===== src/rtl/alu_uart_pkg.sv =====
// Shared UART definitions for the ALU result transmitter and its future receiver.
// Latency: n/a (types and constants only).
// Backpressure: n/a.
package alu_uart_pkg;

    typedef enum logic [2:0] {
        ST_IDLE   = 3'd0,
        ST_START  = 3'd1,
        ST_DATA   = 3'd2,
        ST_PARITY = 3'd3,
        ST_STOP   = 3'd4
    } tx_state_t;

    localparam logic LINE_IDLE = 1'b1;

    localparam int CLK_HZ               = 50_000_000;
    localparam int BAUD_RATE            = 9600;
    localparam int DEFAULT_CLKS_PER_BIT = CLK_HZ / BAUD_RATE;

endpackage


===== src/rtl/alu_result_tx_baud_tick_gen.sv =====
// Bit-period timer: pulses o_tick on the last clk cycle of every serial bit.
// Latency: o_tick is combinational from the counter; the first tick comes CLKS_PER_BIT-1 cycles after clear.
// Backpressure: none; i_clear holds the counter at zero.
module baud_tick_gen
    import alu_uart_pkg::*;
#(
    parameter int CLKS_PER_BIT = DEFAULT_CLKS_PER_BIT
) (
    input  logic clk,
    input  logic i_reset,
    input  logic i_clear,
    output logic o_tick
);

    localparam int NB_CNT = (CLKS_PER_BIT > 1) ? $clog2(CLKS_PER_BIT) : 1;
    localparam logic [NB_CNT-1:0] CNT_LAST = NB_CNT'(CLKS_PER_BIT - 1);

    logic [NB_CNT-1:0] cnt;

    always_ff @(posedge clk) begin
        if (i_reset || i_clear) begin
            cnt <= '0;
        end else if (cnt == CNT_LAST) begin
            cnt <= '0;
        end else begin
            cnt <= cnt + NB_CNT'(1);
        end
    end

    assign o_tick = (cnt == CNT_LAST);

endmodule


===== src/rtl/alu_result_tx.sv =====
// 8N1-style serial transmitter for the ALU result; ALU_TX_PARITY_EN adds an even-parity bit.
// Latency: o_tx/o_busy change the cycle after i_start is sampled; frame is (1+NB_DATA+NB_STOP)*CLKS_PER_BIT cycles.
// Backpressure: i_start while busy is dropped (not queued); a start in the o_done cycle is accepted.
module alu_result_tx
    import alu_uart_pkg::*;
#(
    parameter int NB_DATA      = 8,
    parameter int CLKS_PER_BIT = DEFAULT_CLKS_PER_BIT,
    parameter int NB_STOP      = 1
) (
    input  logic               clk,
    input  logic               i_reset,
    input  logic               i_start,
    input  logic [NB_DATA-1:0] i_data,
    output logic               o_tx,
    output logic               o_busy,
    output logic               o_done
);

    // One counter serves both the data-bit index and the stop-bit index.
    localparam int BIT_MAX = (NB_DATA > 2) ? NB_DATA : 2;
    localparam int NB_BIT  = $clog2(BIT_MAX);
    localparam logic [NB_BIT-1:0] LAST_DATA = NB_BIT'(NB_DATA - 1);
    localparam logic [NB_BIT-1:0] LAST_STOP = NB_BIT'(NB_STOP - 1);

    tx_state_t          state_q;
    tx_state_t          state_d;
    logic [NB_DATA-1:0] shreg_q;
    logic [NB_DATA-1:0] shreg_d;
    logic [NB_BIT-1:0]  bit_q;
    logic [NB_BIT-1:0]  bit_d;
    logic               tick;
    logic               accept;
    logic               tx_d;
    logic               busy_d;
    logic               done_d;
`ifdef ALU_TX_PARITY_EN
    logic               parity_q;
`endif

    assign accept = (state_q == ST_IDLE) && i_start;

    baud_tick_gen #(
        .CLKS_PER_BIT(CLKS_PER_BIT)
    ) u_baud (
        .clk     (clk),
        .i_reset (i_reset),
        .i_clear (state_q == ST_IDLE),
        .o_tick  (tick)
    );

    always_ff @(posedge clk) begin
        if (i_reset) begin
            state_q <= ST_IDLE;
            shreg_q <= '0;
            bit_q   <= '0;
            o_tx    <= LINE_IDLE;
            o_busy  <= 1'b0;
            o_done  <= 1'b0;
`ifdef ALU_TX_PARITY_EN
            parity_q <= 1'b0;
`endif
        end else begin
            state_q <= state_d;
            shreg_q <= shreg_d;
            bit_q   <= bit_d;
            o_tx    <= tx_d;
            o_busy  <= busy_d;
            o_done  <= done_d;
`ifdef ALU_TX_PARITY_EN
            if (accept) begin
                parity_q <= ^i_data;
            end
`endif
        end
    end

    always_comb begin
        state_d = state_q;
        shreg_d = shreg_q;
        bit_d   = bit_q;
        unique case (state_q)
            ST_IDLE: begin
                if (accept) begin
                    state_d = ST_START;
                    shreg_d = i_data;
                    bit_d   = '0;
                end
            end
            ST_START: begin
                if (tick) begin
                    state_d = ST_DATA;
                    bit_d   = '0;
                end
            end
            ST_DATA: begin
                if (tick) begin
                    shreg_d = shreg_q >> 1;
                    if (bit_q == LAST_DATA) begin
`ifdef ALU_TX_PARITY_EN
                        state_d = ST_PARITY;
`else
                        state_d = ST_STOP;
`endif
                        bit_d = '0;
                    end else begin
                        bit_d = bit_q + NB_BIT'(1);
                    end
                end
            end
`ifdef ALU_TX_PARITY_EN
            ST_PARITY: begin
                if (tick) begin
                    state_d = ST_STOP;
                    bit_d   = '0;
                end
            end
`endif
            ST_STOP: begin
                if (tick) begin
                    if (bit_q == LAST_STOP) begin
                        state_d = ST_IDLE;
                        bit_d   = '0;
                    end else begin
                        bit_d = bit_q + NB_BIT'(1);
                    end
                end
            end
            default: begin
                state_d = ST_IDLE;
                bit_d   = '0;
            end
        endcase
    end

    // Outputs are registered, so they are decoded from the state being entered.
    always_comb begin
        tx_d   = LINE_IDLE;
        busy_d = (state_d != ST_IDLE);
        done_d = (state_q == ST_STOP) && (state_d == ST_IDLE);
        unique case (state_d)
            ST_START: tx_d = 1'b0;
            ST_DATA:  tx_d = shreg_d[0];
`ifdef ALU_TX_PARITY_EN
            ST_PARITY: tx_d = parity_q;
`endif
            default:  tx_d = LINE_IDLE;
        endcase
    end

endmodule

===== config.mk =====
export PLATFORM = sky130hd
export DESIGN_NAME = alu_result_tx
export DESIGN_NICKNAME = d
export VERILOG_FILES = /design/src/rtl/alu_uart_pkg.sv /design/src/rtl/alu_result_tx_baud_tick_gen.sv /design/src/rtl/alu_result_tx.sv
export SDC_FILE = /design/constraint.sdc
export NUM_CORES = 1
export LEC_CHECK = 0
export ABC_CLOCK_PERIOD_IN_PS = 5300
export CAP_MARGIN = 25
export CORE_MARGIN = 5
export CORE_UTILIZATION = 59
export DETAILED_ROUTE_END_ITERATION = 8
export GPL_TIMING_DRIVEN = 0
export PLACE_DENSITY_LB_ADDON = 0.25
export SLEW_MARGIN = 5
export SYNTH_ARGS = -nofsm -noshare
export SYNTH_HDL_FRONTEND = slang
export SYNTH_SLANG_ARGS = --single-unit

===== constraint.sdc =====
create_clock -name clk -period 5.3 [get_ports clk]
set_input_delay 1.06 -clock clk [delete_from_list [all_inputs] [get_ports clk]]
set_output_delay 1.06 -clock clk [all_outputs]
set_load 0.01 [all_outputs]

-- Word level (Yosys, flattened, before mapping)
Cells that the tools add are included.
- add/sub/neg operators: 2
- eq/ne operators: 11
- multiplexer cells: 18
- reduce and logical (&&, ||, !) cells: 11
- operators by type and width (kind ; number):
    2-to-1 mux 3 bit ; 12
    one-hot mux 3 bit (4 select lines) ; 2
    2-to-1 mux 8 bit ; 2
    one-hot mux 8 bit (2 select lines) ; 1
    adder 13 x 1 -> 13 bit (second input constant) ; 1
    equality test 13 bit (second input constant) ; 1
    logical NOT 3 bit ; 3
    != test 2 bit (second input constant) ; 4
    equality test 3 x 1 -> 1 bit (second input constant) ; 2
    equality test 3 x 2 -> 1 bit (second input constant) ; 2
    equality test 3 bit (second input constant) ; 2
    AND reduction 4 bit ; 1
    adder 3 x 1 -> 3 bit (second input constant) ; 1
    AND reduction 3 bit ; 1
    nonzero test 3 bit ; 1
    logical AND 1 bit ; 2
    one-hot mux 1 bit (2 select lines) ; 1
    nonzero test 2 bit ; 1
    OR reduction 2 bit ; 1
    logical OR 1 bit ; 1
- bits in registers: 30
- input bits: 11
- output and inout bits: 3
- logic and storage cells: 50

-- Depth between registers and ports, before layout
- depth in word-level cells: 6
- mapped depth: 7

-- By module
From an unflattened synthesis, not the netlist that was laid out.
- cells, all modules: 168
- area, all modules: 1595.3 sq um
- by module, submodules not included (module ; times used ; cells each ; area an instance (sq um) ; seq. area each (sq um)):
    alu_result_tx ; 1 ; 95 ; 877.1 ; 340.3
    baud_tick_gen ; 1 ; 73 ; 718.2 ; 260.2

-- Worst setup path after synthesis
No wires, ideal clock.
- path kind: in2reg
- start: input port i_reset
- end: register u_baud.cnt[10]
- setup time: 65 ps
- data arrival time: 2020 ps
- required time: 5235 ps
- setup slack: 3215 ps
- stages on the path: 4
- path through: clkbuf_1 > or3_2 > clkbuf_1 > nor2_1
- longest elaborated chain between the ends: 2
- RTL lines (element ; RTL line ; text):
    from (decl) ; alu_result_tx.sv:12 ; input logic i_reset,
    logical OR 1 bit ; alu_result_tx_baud_tick_gen.sv:21 ; if (i_reset || i_clear) begin
    OR reduction 2 bit (no line) ; -- ;
    to (signal assigned) ; alu_result_tx_baud_tick_gen.sv:26 ; cnt <= cnt + NB_CNT'(1);
    to (decl) ; alu_result_tx_baud_tick_gen.sv:18 ; logic [NB_CNT-1:0] cnt;
No other way between the ends.
A chain may end at the register's enable or synchronous reset.

-- Worst setup path after layout
- start: register o_busy
- end: output port o_busy
- RTL lines (element ; RTL line ; text):
    from (decl) ; alu_result_tx.sv:16 ; output logic o_busy,
    from (signal assigned) ; alu_result_tx.sv:68 ; o_busy <= busy_d;
No word-level cell between the ends.

==> results by group <==
Outcome
  • Run status: finished, final reports clean

Place
  • Port-buffer cells: 12
  • GP Congestion: 0.859
  • Placed wire-length estimate: 2.06 mm
  • Worst Setup Slack post-DPL: 2820 ps
  • Cells after DPL: 204

Yosys
  • Post-synth top area cell: dfxtp_1
  • Mapped Nets: 179
  • Distinct cells, synth: 38
  • Number of flops mapped to enable cells by yosys: 0
  • Synth area leaders: dfxtp_1 (43%), nor2_1 (5.9%), a21oi_1 (5.7%)
  • Post-synth top area share: 42.9%
  • FFs w/ async S/R, synth: 0%
  • Mean Syn Cell Area: 8.53 um2
  • Main synth FF type: dfxtp_1
  • Most numerous cell in the Yosys netlist: dfxtp_1
  • #FFs+latches synth: 30
  • Cells after synthesis: 164
  • Yosys warns: 0
  • Post-synth top cells: dfxtp_1 (30), nor2_1 (22), a21oi_1 (16)
  • Sequential fraction of the synthesis area: 42.9%
  • Post-Syn Area: 0.00140 mm2

Routing
  • Vias per cell: 5.80
  • DRC: 0
  • DR pass1 iterations: 4
  • DRT iter0 DRCs: 44
  • Avg WL per Cell: 13.3 um
  • Post-DRT Antenna Nets: 0
  • Detailed Route WL: 2.81 mm
  • Vias post-DR: 1,224

Floorplan
  • Starting density of the core: 62.6%
  • Site Rows: 17
  • Placeable Area: 0.00223 mm2
  • Die Footprint: 0.00344 mm2
  • Num ports: 14
  • Die X: 58.7 um
  • Die Y: 58.7 um

Power
  • Power share of the combinational group: 8.8%
  • Worst VDD drop: 0.000243 V
  • Sw Ratio: 23.9%
  • Cell Pwr Density: 245 mW/mm2
  • Net Sw Power: 93.7 uW
  • Leakage: 0.552 nW
  • Clock Power Share: 31.4%
  • Sequential Power Share: 59.9%
  • Internal power: 298 uW

STA
  • Crit path time final: 2250 ps
  • Worst clock skew: 15.0 ps
  • Max-slew violations: 0
  • Final hold slack: 466 ps
  • Worst-Margin Slew: 448 ps
  • Top achievable clock speed: 445 MHz
  • Unrepaired setup endpoints after global routing: no
  • Final Hold Viols: 0
  • Fin Setup TNS: 0 ps
  • Worst relative slew slack: 70.1%
  • Worst setup margin: 3050 ps
  • Final period util: 42.4%
  • Final setup fails: 0

Worst setup path
  • R2r setup slk: 3180 ps
  • CP Cell Sequence: clkdlybuf4s50_1
  • Max stage delay cell, worst path: clkdlybuf4s50_1
  • Reg2reg start: u_baud.cnt[9]
  • Setup CP Type: flip-flop to output pin
  • Startpoint types: flip-flop
  • WP data required: 4240 ps
  • Reg2reg end: bit_q[0]
  • Crit path buf inv count: 1
  • Max Fanout on Critical Path: 1
  • Delay-heaviest family, CP: buffers and inverters
  • Crit path largest cell delay: 530 ps
  • Worst r2r path cells: 5
  • CP arrival: 1190 ps
  • CP Capture Type: output pin

Worst hold path
  • Hold depth: 2
  • Worst hold start: shreg_q[3]
  • Min-Delay Endpoint: shreg_q[3]
  • Hold crit path type: flip-flop to flip-flop

Clock tree
  • CTS tree: done
  • Clk buf depth: 2
  • Post-CTS sizing: 0
  • CTS root buffer: clkbuf_4
  • Worst-path clk slew: 100 ps
  • H-tree Lvls: 2
  • CTS Hold Bufs: 0
  • Worst-Skew Late Latency: 330 ps
  • CTS sink cnt: 30
  • Post-CTS Setup Inserts: 0
  • CTS Buf Count: 5

Global routing
  • Initial antenna violation count: 0
  • Largest net degree at the start of global routing: 11
  • First-pass GRT wire length: 4.77 mm
  • GRT Total Usage: 18.2%
  • GRT overflow: 0
  • Vias in the first global route: 1,172

Cells and area
  • Final Non-Filler Cells: 211
  • Area growth, synth to finish: 14.3%
  • Share of layout cells above drive strength 1: 7.65%
  • Final net count: 198
  • ANT cells: 0

Flow run
  • Max-cap violations: 0
[worst max path at each step]
stage                endpoint  slack (ps)  depth (start not counted)     from
2_1_floorplan  u_baud.cnt[10]        3210                          4  i_reset
3_3_place_gp         bit_q[0]        2830                          5  i_start
3_5_place_dp         bit_q[0]        2820                          5  i_start
4_1_cts                o_busy        3030                          1   o_busy
5_1_grt                o_busy        3010                          1   o_busy
6_report               o_busy        3050                          1   o_busy
[power groups by stage]
| stage | Clock (mW) | Combinational, mW | Sequential, mW |
|---|---|---|---|
| 2_1_floorplan | 0 | 0.0196 | 0.240 |
| 3_3_place_gp | 0 | 0.0329 | 0.240 |
| 3_5_place_dp | 0 | 0.0339 | 0.240 |
| 4_1_cts | 0.127 | 0.0341 | 0.235 |
| 5_1_grt | 0.139 | 0.0382 | 0.235 |
| 6_report | 0.123 | 0.0343 | 0.235 |
[through the flow]
stage / instance area [um2] / total power [mW] / util, %
2_1_floorplan: 1400 / 0.259 / -
3_3_place_gp: 1550 / 0.273 / 69.6
3_5_place_dp: 1550 / 0.274 / 69.6
4_1_cts: 1600 / 0.396 / 71.6
5_1_grt: 1600 / 0.413 / 71.6
6_report: 1600 / 0.392 / 71.6
[flip-flops by register name (all words and copies together) (netlist names)]
name and cells:
u_baud.cnt 13, o_done 1, o_tx 1, shreg_q 8
state_q 3, bit_q 3, o_busy 1
[cell families (layout without fill, tap and decap cells)]
logic type | Yosys count | count (layout) | share of synthesized area, %
AO/OA/AOI/OAI | 38 | 38 | 17.1
adder cells (fa/ha/maj) | 4 | 4 | 3.58
flip-flops | 30 | 30 | 42.9
AND/OR/NAND/NOR | 66 | 66 | 25.0
buffers and inverters | 14 | 33 | 3.85
multiplexers | 1 | 1 | 0.716
XOR/XNOR | 11 | 11 | 6.89
[cell usage in the layout, fill, tap and decap left out, drive strengths merged, types with 2 or more instances in the layout]
cell type and instances:
dfxtp 30, nor2 22, a21oi 17, clkdlybuf4s50 12, clkbuf 12, nand2 11
inv 8, xnor2 7, nand3 7, a22oi 7, nor3 7, o21ai 6
xor2 4, ha 4, or3 3, a21o 2, and2 2, or3b 2
nor4 2, and3 2, or4 2
[per-layer routing]
layer	GRT usage (%)	share of wire [%]	vias up
met5	0	0	-
met4	7.77	1.3	0
met3	6.14	5.2	5
met2	32.1	49	28
met1	19.9	44	576
li1	-	-	615
[area by class of cell]
class                           instances  area, um2
Tap cell                               28       35.0
Fill cell                             185        634
Inverter                                8       30.0
Clock buffer                            7       45.0
Buffer                                  6       23.8
Timing Repair Buffer                   12        120
Sequential cell                        30        601
Multi-Input combinational cell        120        744
No activity file was read; power rests on OpenSTA's default activity.
